### src/rtl/hazard_pkg.sv
// Shared types and default widths for the ID-stage hazard/stall sequencer.
package hazard_pkg;

  typedef enum logic [0:0] {
    RUN,
    MC_BUSY
  } state_e;

  localparam int unsigned REG_AW_DEF = 5;
  localparam int unsigned LAT_W_DEF  = 4;
  localparam int unsigned CNT_W_DEF  = 16;

endpackage

### src/rtl/hazard_stall_ctrl_load_use_detect.sv
// Combinational load-use comparator: flags an ID instruction reading the rd of a load in EX.
module load_use_detect #(
  parameter int unsigned REG_AW = 5
) (
  input  logic [REG_AW-1:0] ifidRs1_i,
  input  logic [REG_AW-1:0] ifidRs2_i,
  input  logic              idexMemRead_i,
  input  logic [REG_AW-1:0] idexRd_i,
  output logic              loadUse_o
);

  // x0 is hardwired to zero, so a load targeting it never creates a dependency.
  always_comb begin
    loadUse_o = idexMemRead_i && (idexRd_i != '0) &&
                ((idexRd_i == ifidRs1_i) || (idexRd_i == ifidRs2_i));
  end

endmodule

### src/rtl/hazard_stall_ctrl.sv
// ID-stage hazard and stall sequencer: load-use bubbles, multi-cycle front-end holds,
// taken-branch flushes and a saturating stall-cycle performance counter.
module hazard_stall_ctrl
  import hazard_pkg::*;
#(
  parameter int unsigned REG_AW = REG_AW_DEF,
  parameter int unsigned LAT_W  = LAT_W_DEF,
  parameter int unsigned CNT_W  = CNT_W_DEF
) (
  input  logic              clk_i,
  input  logic              rst_n_i,
  input  logic [REG_AW-1:0] IFID_RS1_i,
  input  logic [REG_AW-1:0] IFID_RS2_i,
  input  logic              IDEX_MemRead_i,
  input  logic [REG_AW-1:0] IDEX_RD_i,
  input  logic              MC_start_i,
  input  logic [LAT_W-1:0]  MC_lat_i,
  input  logic              Branch_taken_i,
  output logic              Hazard_o,
  output logic              PCWrite_o,
  output logic              IFIDWrite_o,
  output logic              IFIDFlush_o,
  output logic              Busy_o,
  output logic [CNT_W-1:0]  Stall_cnt_o
);

  state_e             state_q;
  logic   [LAT_W-1:0] cnt_q;
  logic   [CNT_W-1:0] stallCnt_q;
  logic               loadUse;
  logic               mcAccept;

  load_use_detect #(
    .REG_AW(REG_AW)
  ) u_load_use_detect (
    .ifidRs1_i    (IFID_RS1_i),
    .ifidRs2_i    (IFID_RS2_i),
    .idexMemRead_i(IDEX_MemRead_i),
    .idexRd_i     (IDEX_RD_i),
    .loadUse_o    (loadUse)
  );

  // Pipeline control decode; reset holds the front end frozen behind a bubble.
  always_comb begin
    Hazard_o    = 1'b0;
    PCWrite_o   = 1'b1;
    IFIDWrite_o = 1'b1;
    IFIDFlush_o = 1'b0;
    Busy_o      = 1'b0;
    mcAccept    = 1'b0;
    if (!rst_n_i) begin
      Hazard_o    = 1'b1;
      PCWrite_o   = 1'b0;
      IFIDWrite_o = 1'b0;
    end else if (state_q == MC_BUSY) begin
      Hazard_o    = 1'b1;
      PCWrite_o   = 1'b0;
      IFIDWrite_o = 1'b0;
      Busy_o      = 1'b1;
    end else if (Branch_taken_i) begin
      // ID holds a wrong-path instruction: squash it, let the PC take the target.
      Hazard_o    = 1'b1;
      IFIDFlush_o = 1'b1;
    end else if (loadUse) begin
      // Multi-cycle op (if any) stays held in ID and is retried next cycle.
      Hazard_o    = 1'b1;
      PCWrite_o   = 1'b0;
      IFIDWrite_o = 1'b0;
    end else if (MC_start_i && (MC_lat_i != '0)) begin
      mcAccept = 1'b1;
    end
  end

  // FSM and multi-cycle down-counter; leave MC_BUSY on the edge where cnt reaches 1.
  always_ff @(posedge clk_i or negedge rst_n_i) begin
    if (!rst_n_i) begin
      state_q <= RUN;
      cnt_q   <= '0;
    end else begin
      unique case (state_q)
        RUN: begin
          if (mcAccept) begin
            cnt_q   <= MC_lat_i;
            state_q <= MC_BUSY;
          end
        end
        MC_BUSY: begin
          cnt_q <= cnt_q - LAT_W'(1);
          if (cnt_q == LAT_W'(1)) begin
            state_q <= RUN;
          end
        end
        default: state_q <= RUN;
      endcase
    end
  end

  // Saturating stall-cycle counter; flush cycles keep PCWrite high and are not counted.
  always_ff @(posedge clk_i or negedge rst_n_i) begin
    if (!rst_n_i) begin
      stallCnt_q <= '0;
    end else if (!PCWrite_o && (stallCnt_q != '1)) begin
      stallCnt_q <= stallCnt_q + CNT_W'(1);
    end
  end

  assign Stall_cnt_o = stallCnt_q;

endmodule

### config.mk
export PLATFORM = sky130hd
export DESIGN_NAME = hazard_stall_ctrl
export DESIGN_NICKNAME = d
export VERILOG_FILES = /design/src/rtl/hazard_pkg.sv /design/src/rtl/hazard_stall_ctrl_load_use_detect.sv /design/src/rtl/hazard_stall_ctrl.sv
export SDC_FILE = /design/constraint.sdc
export NUM_CORES = 1
export LEC_CHECK = 0
export CAP_MARGIN = 20
export CORE_MARGIN = 1
export CORE_UTILIZATION = 48
export CTS_CLUSTER_SIZE = 40
export DETAILED_ROUTE_END_ITERATION = 12
export PLACE_DENSITY = 0.94
export SLEW_MARGIN = 20
export SYNTH_ARGS = -nofsm -noshare
export SYNTH_HDL_FRONTEND = slang
export SYNTH_SLANG_ARGS = --single-unit
### constraint.sdc
create_clock -name clk_i -period 2.8 [get_ports clk_i]
set_input_delay 0.42 -clock clk_i [delete_from_list [all_inputs] [get_ports clk_i]]
set_output_delay 0.42 -clock clk_i [all_outputs]
set_load 0.02 [all_outputs]
==> run metrics <==
critical path class=input pin to output pin; most frequent cells in the layout=clkdlybuf4s50_1, dfrtp_1, xnor2_1; vias per std cell=5.56; FF-to-FF setup slack=0.74 ns; Design Area, Final=0.00186 mm²; setup TNS=0 ns; floorplan row count=18; total power=1.27 mW; final core occ=74.4%; Chip Width=~54 µm; CTS Sinks=21; Slew HR=68.2%; run status=finished clean; H-tree levels=1; commonest non-fill, non-tap cell in the layout=clkdlybuf4s50_1; crit path time final=roughly 2.8 ns; Post-synth ARST share=100%; Tcrit/Tclk final=99.4%; EDFF count, synth=0; Syn Inst Count=126; TritonCTS clock tree=done; placed wire-length estimate=2540 µm; first-pass GRT wire length=5050 µm; post-synth top area share=40.7%; GRT Total Usage=25.4%; max_cap viols=0; routed length per instance=15.0 µm; Power per Cell Area=685 mW/mm²; max-slew violations=0; cell area after synthesis=0.00129 mm²; antenna violations before repair=0; Min-Delay Path Class=flop to flop; sequential area share after synthesis=40.7%; Setup Skew=0.00792 ns; RSZ-0062 raised after global routing=yes; Pleak=just under 0.8 nW; post-synthesis register bit count=21; Netlist cell types=31; Syn. warnings=0; antenna diode count=0; Initial DRC Count=12; Post-Syn Nets=153; Yosys top cell by area=dfrtp_1; post-route ant nets=0; fill cell count=172; Setup Viol. Count Final=0; clk_lat worst skew=0.30 ns; nets=208; Root Buffer=clkbuf_4; ys flop type=dfrtp_1; Die Area=between 0.002 and 0.003 mm²; final worst slack=approximately 0.016 ns; Worst Max-Slew Pin Slew=around 0.47 ns; port bufs=44; Core ar.=approximately 0.0025 mm²; Starting Density=51.7%; final hold vios=0; largest net degree at the start of global routing=22; largest cells by area after synthesis=dfrtp_1, xnor2_1, xor2_1; storage element area=526 µm²; Hold Slack=0.518 ns; Final GP Congestion=about 0.77; Required @ worst endpoint=2.38 ns; share of post-route cells with drive strength above 1=16.1%; syn_area_per_cell=10.3 µm²; Num CTS Buffers=3; DRC=0; Die Ht=about 54 µm; CP arrival=around 2.4 ns; CP Capture Type=output pin; Post-Place Setup Slack=-0.236 ns; peak supply drop=517 µV; Placed Instances=206; Cell Count, Final, Fillers Out=210; area of the multi-input gates=around 750 µm²; via count=1167; Fmax achieved=0.359 GHz; first-pass iteration count of the detailed router=4; vias in the first global route=between 1000 and 1500; I/O pin cnt=between 40 and 50; Area growth syn-to-layout=43.9%; Worst-path clk slew=approximately 0.11 ns; grt ovf=0; final WL=3160 µm; total placed instance area=0.00182 mm²; Startpoint Class=input pin; Post-CTS Setup Bufs=0; maximum fanout along the worst path=2; Max clock buf depth=2
-- path summary, 6_finish.rpt --
path,start,endpoint,cells past startpoint
hold / removal,Stall_cnt_o[7],Stall_cnt_o[7],1
setup / recovery,IDEX_RD_i[0],IFIDWrite_o,9
hold reg to reg,Stall_cnt_o[7],Stall_cnt_o[7],1
min in group asynchronous,rst_n_i,Stall_cnt_o[11],2
setup reg to reg,Stall_cnt_o[8],Stall_cnt_o[1],5
max in group asynchronous,rst_n_i,state_q,2
-- cells by family after synthesis --
| family | synth area share (%) |
|---|---|
| adder cells (fa/ha/maj) | 2.90 |
| XOR/XNOR | 17.6 |
| AND/OR/NAND/NOR | 24.5 |
| multiplexers | 6.39 |
| flip-flops | 40.7 |
| buffers and inverters | 2.71 |
| AO/OA/AOI/OAI | 5.23 |
-- where the power goes --
| group | internal [mW] | leakage, nW | switching (mW) |
|---|---|---|---|
| Combinational | 0.325 | 0.500 | 0.291 |
| Clock | 0.0532 | 0.0177 | 0.0893 |
| Sequential | 0.395 | 0.270 | 0.122 |
-- per-layer routing --
layer  GRT usage, %  share of wire (%)  wire, µm  vias up
met4           14.5                2.9        93        0
li1               -                  -         -      549
met2           46.5                 55      1730       52
met3           5.08                5.6       176        8
met1           26.6                 37      1160      558
met5              0                  0         0        -
-- Yosys cell counts, drive strengths merged (2+ instances only) --
library cell	n
nor3	4
dfrtp	21
nand2	9
o21ai	2
mux2	2
mux2i	6
inv	3
nand3b	2
nor2	7
nor4	2
or4	3
and2	2
ha	3
nand3	12
nand2b	2
nand4	4
buf	3
xnor2	16
xor2	10
and3	5
-- critical path, stage by stage --
cell	delay, ns
clkdlybuf4s50_1	0.44
buf_4	0.16
xor2_1	0.17
nor3_2	0.23
a22oi_2	0.14
buf_4	0.16
o31ai_4	0.24
inv_1	0.08
dlygate4sd2_1	0.32
-- flip-flops by register name, indices dropped and copies added (netlist names) --
register / count
cnt_q: 4
Stall_cnt_o: 16
state_q: 1
-- timing repair --
action                                  4_1_cts  5_1_grt
resized for setup                             5        3
pin swaps                                     0        1
endpoints found under the setup margin        3        3
hold buffers                                  0        0
-- cell type report --
type | instances | share of cell area (%)
Clock buffer | 3 | 1.21
Clock inverter | 1 | 0.269
Inverter | 3 | 0.606
Multi-Input combinational cell | 98 | 40.3
Sequential cell | 21 | 28.3
Tap cell | 30 | 2.02
Timing Repair Buffer | 54 | 27.3
Note: power is estimated with default switching activity, not from simulation.
